### src/rtl/seq_pattern_tx.sv
// Serial pattern transmitter: sends a captured bit pattern MSB-first a given
// number of times, with a fixed number of idle cycles between copies.
module seq_pattern_tx #(
  parameter int PAT_W = 4,
  parameter int CNT_W = 4
) (
  input  logic             clk,
  input  logic             rst,
  input  logic             start,
  input  logic             abort,
  input  logic [PAT_W-1:0] pattern,
  input  logic [CNT_W-1:0] repeat_n,
  input  logic [CNT_W-1:0] gap,
  output logic             out,
  output logic             out_valid,
  output logic             busy,
  output logic             done
);

  localparam int IDX_W = (PAT_W > 1) ? $clog2(PAT_W) : 1;
  localparam logic [IDX_W-1:0] LAST_IDX = IDX_W'(PAT_W - 1);

  localparam logic [1:0] IDLE  = 2'd0;
  localparam logic [1:0] SHIFT = 2'd1;
  localparam logic [1:0] GAP   = 2'd2;
  localparam logic [1:0] DONE  = 2'd3;

  logic [1:0]       state;
  logic [PAT_W-1:0] pat_reg;
  logic [IDX_W-1:0] idx;
  logic [CNT_W-1:0] copies;
  logic [CNT_W-1:0] gap_reg;
  logic [CNT_W-1:0] gap_cnt;

  // copies counts down to 1, never through 0, so the maximum repeat cannot wrap
  always_ff @(posedge clk) begin
    if (rst) begin
      state   <= IDLE;
      pat_reg <= '0;
      idx     <= '0;
      copies  <= '0;
      gap_reg <= '0;
      gap_cnt <= '0;
    end else begin
      case (state)
        IDLE: begin
          if (start && !abort && (repeat_n != '0)) begin
            pat_reg <= pattern;
            copies  <= repeat_n;
            gap_reg <= gap;
            idx     <= LAST_IDX;
            state   <= SHIFT;
          end
        end
        SHIFT: begin
          if (abort) begin
            state <= IDLE;
          end else if (idx == '0) begin
            copies <= copies - 1'b1;
            if (copies == CNT_W'(1)) begin
              state <= DONE;
            end else if (gap_reg != '0) begin
              gap_cnt <= gap_reg;
              state   <= GAP;
            end else begin
              idx <= LAST_IDX;
            end
          end else begin
            idx <= idx - 1'b1;
          end
        end
        GAP: begin
          if (abort) begin
            state <= IDLE;
          end else if (gap_cnt == CNT_W'(1)) begin
            idx   <= LAST_IDX;
            state <= SHIFT;
          end else begin
            gap_cnt <= gap_cnt - 1'b1;
          end
        end
        DONE:    state <= IDLE;
        default: state <= IDLE;
      endcase
    end
  end

  assign out       = (state == SHIFT) & pat_reg[idx];
  assign out_valid = (state == SHIFT);
  assign busy      = (state == SHIFT) || (state == GAP);
  assign done      = (state == DONE);

endmodule

### config.mk
export PLATFORM = sky130hd
export DESIGN_NAME = seq_pattern_tx
export DESIGN_NICKNAME = d
export VERILOG_FILES = /design/src/rtl/seq_pattern_tx.sv
export SDC_FILE = /design/constraint.sdc
export NUM_CORES = 1
export LEC_CHECK = 0
export ABC_AREA = 0
export ABC_CLOCK_PERIOD_IN_PS = 1900
export BUFFER_PORTS_ARGS = -buffer_cell sky130_fd_sc_hd__buf_2
export CORE_MARGIN = 2
export CORE_UTILIZATION = 50
export CTS_CLUSTER_SIZE = 30
export DETAILED_ROUTE_END_ITERATION = 8
export MAX_ROUTING_LAYER = met4
export PLACE_DENSITY = 0.74
export SYNTH_ARGS = -nofsm -noshare
export SYNTH_HDL_FRONTEND = slang
export SYNTH_SLANG_ARGS = --single-unit
export TNS_END_PERCENT = 1
### constraint.sdc
create_clock -name clk -period 1.9 [get_ports clk]
set_input_delay 0.38 -clock clk [delete_from_list [all_inputs] [get_ports clk]]
set_output_delay 0.38 -clock clk [all_outputs]
set_load 0.005 [all_outputs]
==> flow_summary.json <==
{
  "netlist_area_um2": 1300,
  "cts.sinks": 20,
  "worst_slew_pin_slew_ns": 0.389,
  "io_pins": 20,
  "whs_ns": 0.300,
  "grt_pass1_wl_um": 4570,
  "path_class": "flop to flop",
  "ys_seq_area_share_pct": 30.7,
  "syn_inst": 146,
  "die_h_um": 55.1,
  "cp.buffers_inverters": 2,
  "cts_tree": "yes",
  "drt_iter0_markers": 22,
  "cp_top_family": "compound AO/OA/AOI/OAI gates",
  "dp_cells": 199,
  "gr-total-overflow": 0,
  "fmax_mhz": 552,
  "power.share.clock_pct": 18.1,
  "yosysTopAreaCell": "dfxtp_1",
  "synth.area.top_cells": "dfxtp_1, ha_1, mux2i_1",
  "fill_cells": 240,
  "leakage_uw": 0.000705,
  "maxCapViolCount": 0,
  "status": "finished, final reports clean",
  "ff2ff_setup_slack_ns": 0.09,
  "worst_path_largest_cell_delay_ns": 0.37,
  "p_seq_share_pct": 30.0,
  "gp_congestion": 0.810,
  "p_sw_uw": 765,
  "layout.cells.non_filler": 203,
  "route.detailed.drc": 0,
  "hold_buffers": 0,
  "r2r_end": "copies[3]",
  "hold_viol": 0,
  "skew_ns": 0.00431,
  "areaGrowthSynthToFinish_pct": 19.8,
  "synth.most_common_cell": "dfxtp_1",
  "powerDensity_nw_per_um2": 1250,
  "path_cells": "inv_1, buf_4, ha_1, nor2_1, a221o_1, or3_1, a21oi_1",
  "rsz0062_at_grt": "yes",
  "clk_latency_ns": 0.30,
  "yosysUniqueCellTypes": 47,
  "timing.rr.start": "state[1]",
  "dieArea_um2": 3030,
  "die_w_um": 55.1,
  "required_ns": 2.13,
  "synth_area_per_cell_um2": 8.93,
  "synth_top_cell_area_share_pct": 30.7,
  "place_ws_ns": 0.0231,
  "synth_edf_count": 0,
  "drv_slew": 0,
  "cts_buffers": 3,
  "routedWlPerCell_um": 14.4,
  "antenna_found_initial": 0,
  "ant_nets": 0,
  "ff2ff_path_depth": 7,
  "end_kind": "flop",
  "clock-root-buffer": "clkbuf_4",
  "critPathLaunch": "state[1]",
  "fin_ws_ns": 0.0887,
  "async_reset_ff_share_pct": 0,
  "crit_cells": 7,
  "wl_um": 2930,
  "synth-seq-cells": 20,
  "path_clk_slew_ns": 0.12,
  "maxSlewHeadroom_pct": 73.9,
  "setup_viol_count_final": 0,
  "crit_path_max_fanout": 4,
  "grt_pass1_vias": 1075,
  "first_pass_iters": 4,
  "via_count": 1174,
  "vdd_drop_max_v": 0.000759,
  "initial_utilization_pct": 52.6,
  "htree_levels": 1,
  "combPwrFrac_pct": 52.0,
  "grt_start_max_net_pins": 20,
  "drive_gt1_share_pct": 24.9,
  "yosys_warnings": 0,
  "p_sw_share_pct": 39.3,
  "crit_path_end": "copies[3]",
  "ys_top_cells_by_count": "dfxtp_1, nor2_1, ha_1, inv_1, mux2i_1",
  "cp.arrival_ns": 2.05,
  "insertedDiodeCount": 0,
  "p_int_uw": 1180,
  "numPortBuffers": 19,
  "post-route-period-util_pct": 95.3,
  "critPathLaunchType": "flop",
  "clockBufferDepth": 2,
  "fin_crit_ns": 1.81,
  "final_util_pct": 63.0,
  "nNetsFinal": 202,
  "hold_path.class": "input port to flop",
  "core_area_um2": 2480,
  "track_usage_pct": 21.4,
  "dp_hpwl_um": 2340,
  "critPathSlowestCell": "or3_1",
  "rows": 18,
  "synth_nets": 174,
  "synth_flop_cell": "dfxtp_1",
  "vias_per_cell": 5.78
}
[how the worst min path moves through the flow]
stage / start / endpoint / cells past startpoint
after floorplan: pat_reg[1] / pat_reg[1] / 2
after global placement: pat_reg[0] / pat_reg[0] / 2
after detailed placement: pat_reg[3] / pat_reg[3] / 2
after CTS: gap[1] / gap_reg[1] / 3
after global routing: gap[0] / gap_reg[0] / 3
final: pattern[3] / pat_reg[3] / 3
[layout by cell type (no fill, tap or decap), drive strengths merged, types with 2 or more instances in the layout]
master / count
nand2b: 3
ha: 12
o31ai: 4
dfxtp: 20
nor4: 2
o311a: 2
clkbuf: 3
inv: 12
nor2: 17
and3: 2
o21ai: 2
buf: 28
a32o: 2
a211oi: 4
mux2i: 11
a22oi: 2
or4: 2
a311oi: 3
nor2b: 3
nand3: 4
a21oi: 5
nor3b: 2
nand2: 5
a31oi: 2
[power groups by stage]
stage          clock (uW)  sequential, uW  combinational, uW
3_3_place_gp            0             585                929
2_1_floorplan           0             570                685
6_report              352             583               1010
3_5_place_dp            0             590                957
4_1_cts               361             580                966
5_1_grt               382             597               1120
[per-layer routing]
metal,track usage [%],vias to the layer above,part of all wire (%)
met2,38.9,18,50
met5,-,-,0
li1,-,604,-
met1,23.6,546,45
met3,2.69,6,2.9
met4,8.13,0,1.5
[worst min-delay path: stages]
cell and delay [ns]:
buf_2 0.08, mux2i_1 0.05, nor2_1 0.07
[metrics by stage]
stage | total power (uW) | setup TNS [ns] | cell area, um^2
after global placement | 1510 | 0 | 1490
after CTS | 1910 | 0 | 1540
final | 1950 | 0 | 1560
after detailed placement | 1550 | 0 | 1490
after floorplan | 1250 | 0 | 1300
after global routing | 2100 | -0.0237 | 1560
[cell families (layout without fill, tap and decap cells)]
logic type               Yosys count  in the layout  synth area share [%]
AND/OR/NAND/NOR                   45             45                  18.6
adder cells (fa/ha/maj)           12             12                  11.5
buffers and inverters             17             44                  4.89
multiplexers                      12             12                  10.2
AO/OA/AOI/OAI                     40             40                  24.1
flip-flops                        20             20                  30.7
[repair_timing]
item,4_1_cts,5_1_grt
setup buffers,0,0
setup endpoints to repair,1,5
resized for setup,1,6
pin swaps,0,2
[area by class of cell]
cell class | instances | area (um^2) | area share, %
inverter | 12 | 45.0 | 2.88
clock buffer | 3 | 22.5 | 1.44
clock inverter | 1 | 30.0 | 1.92
tap | 30 | 37.5 | 2.40
sequential | 20 | 402 | 25.7
multi-input combinational | 109 | 862 | 55.2
timing repair buffer | 28 | 163 | 10.4
Power figures use the tool's default switching activity.
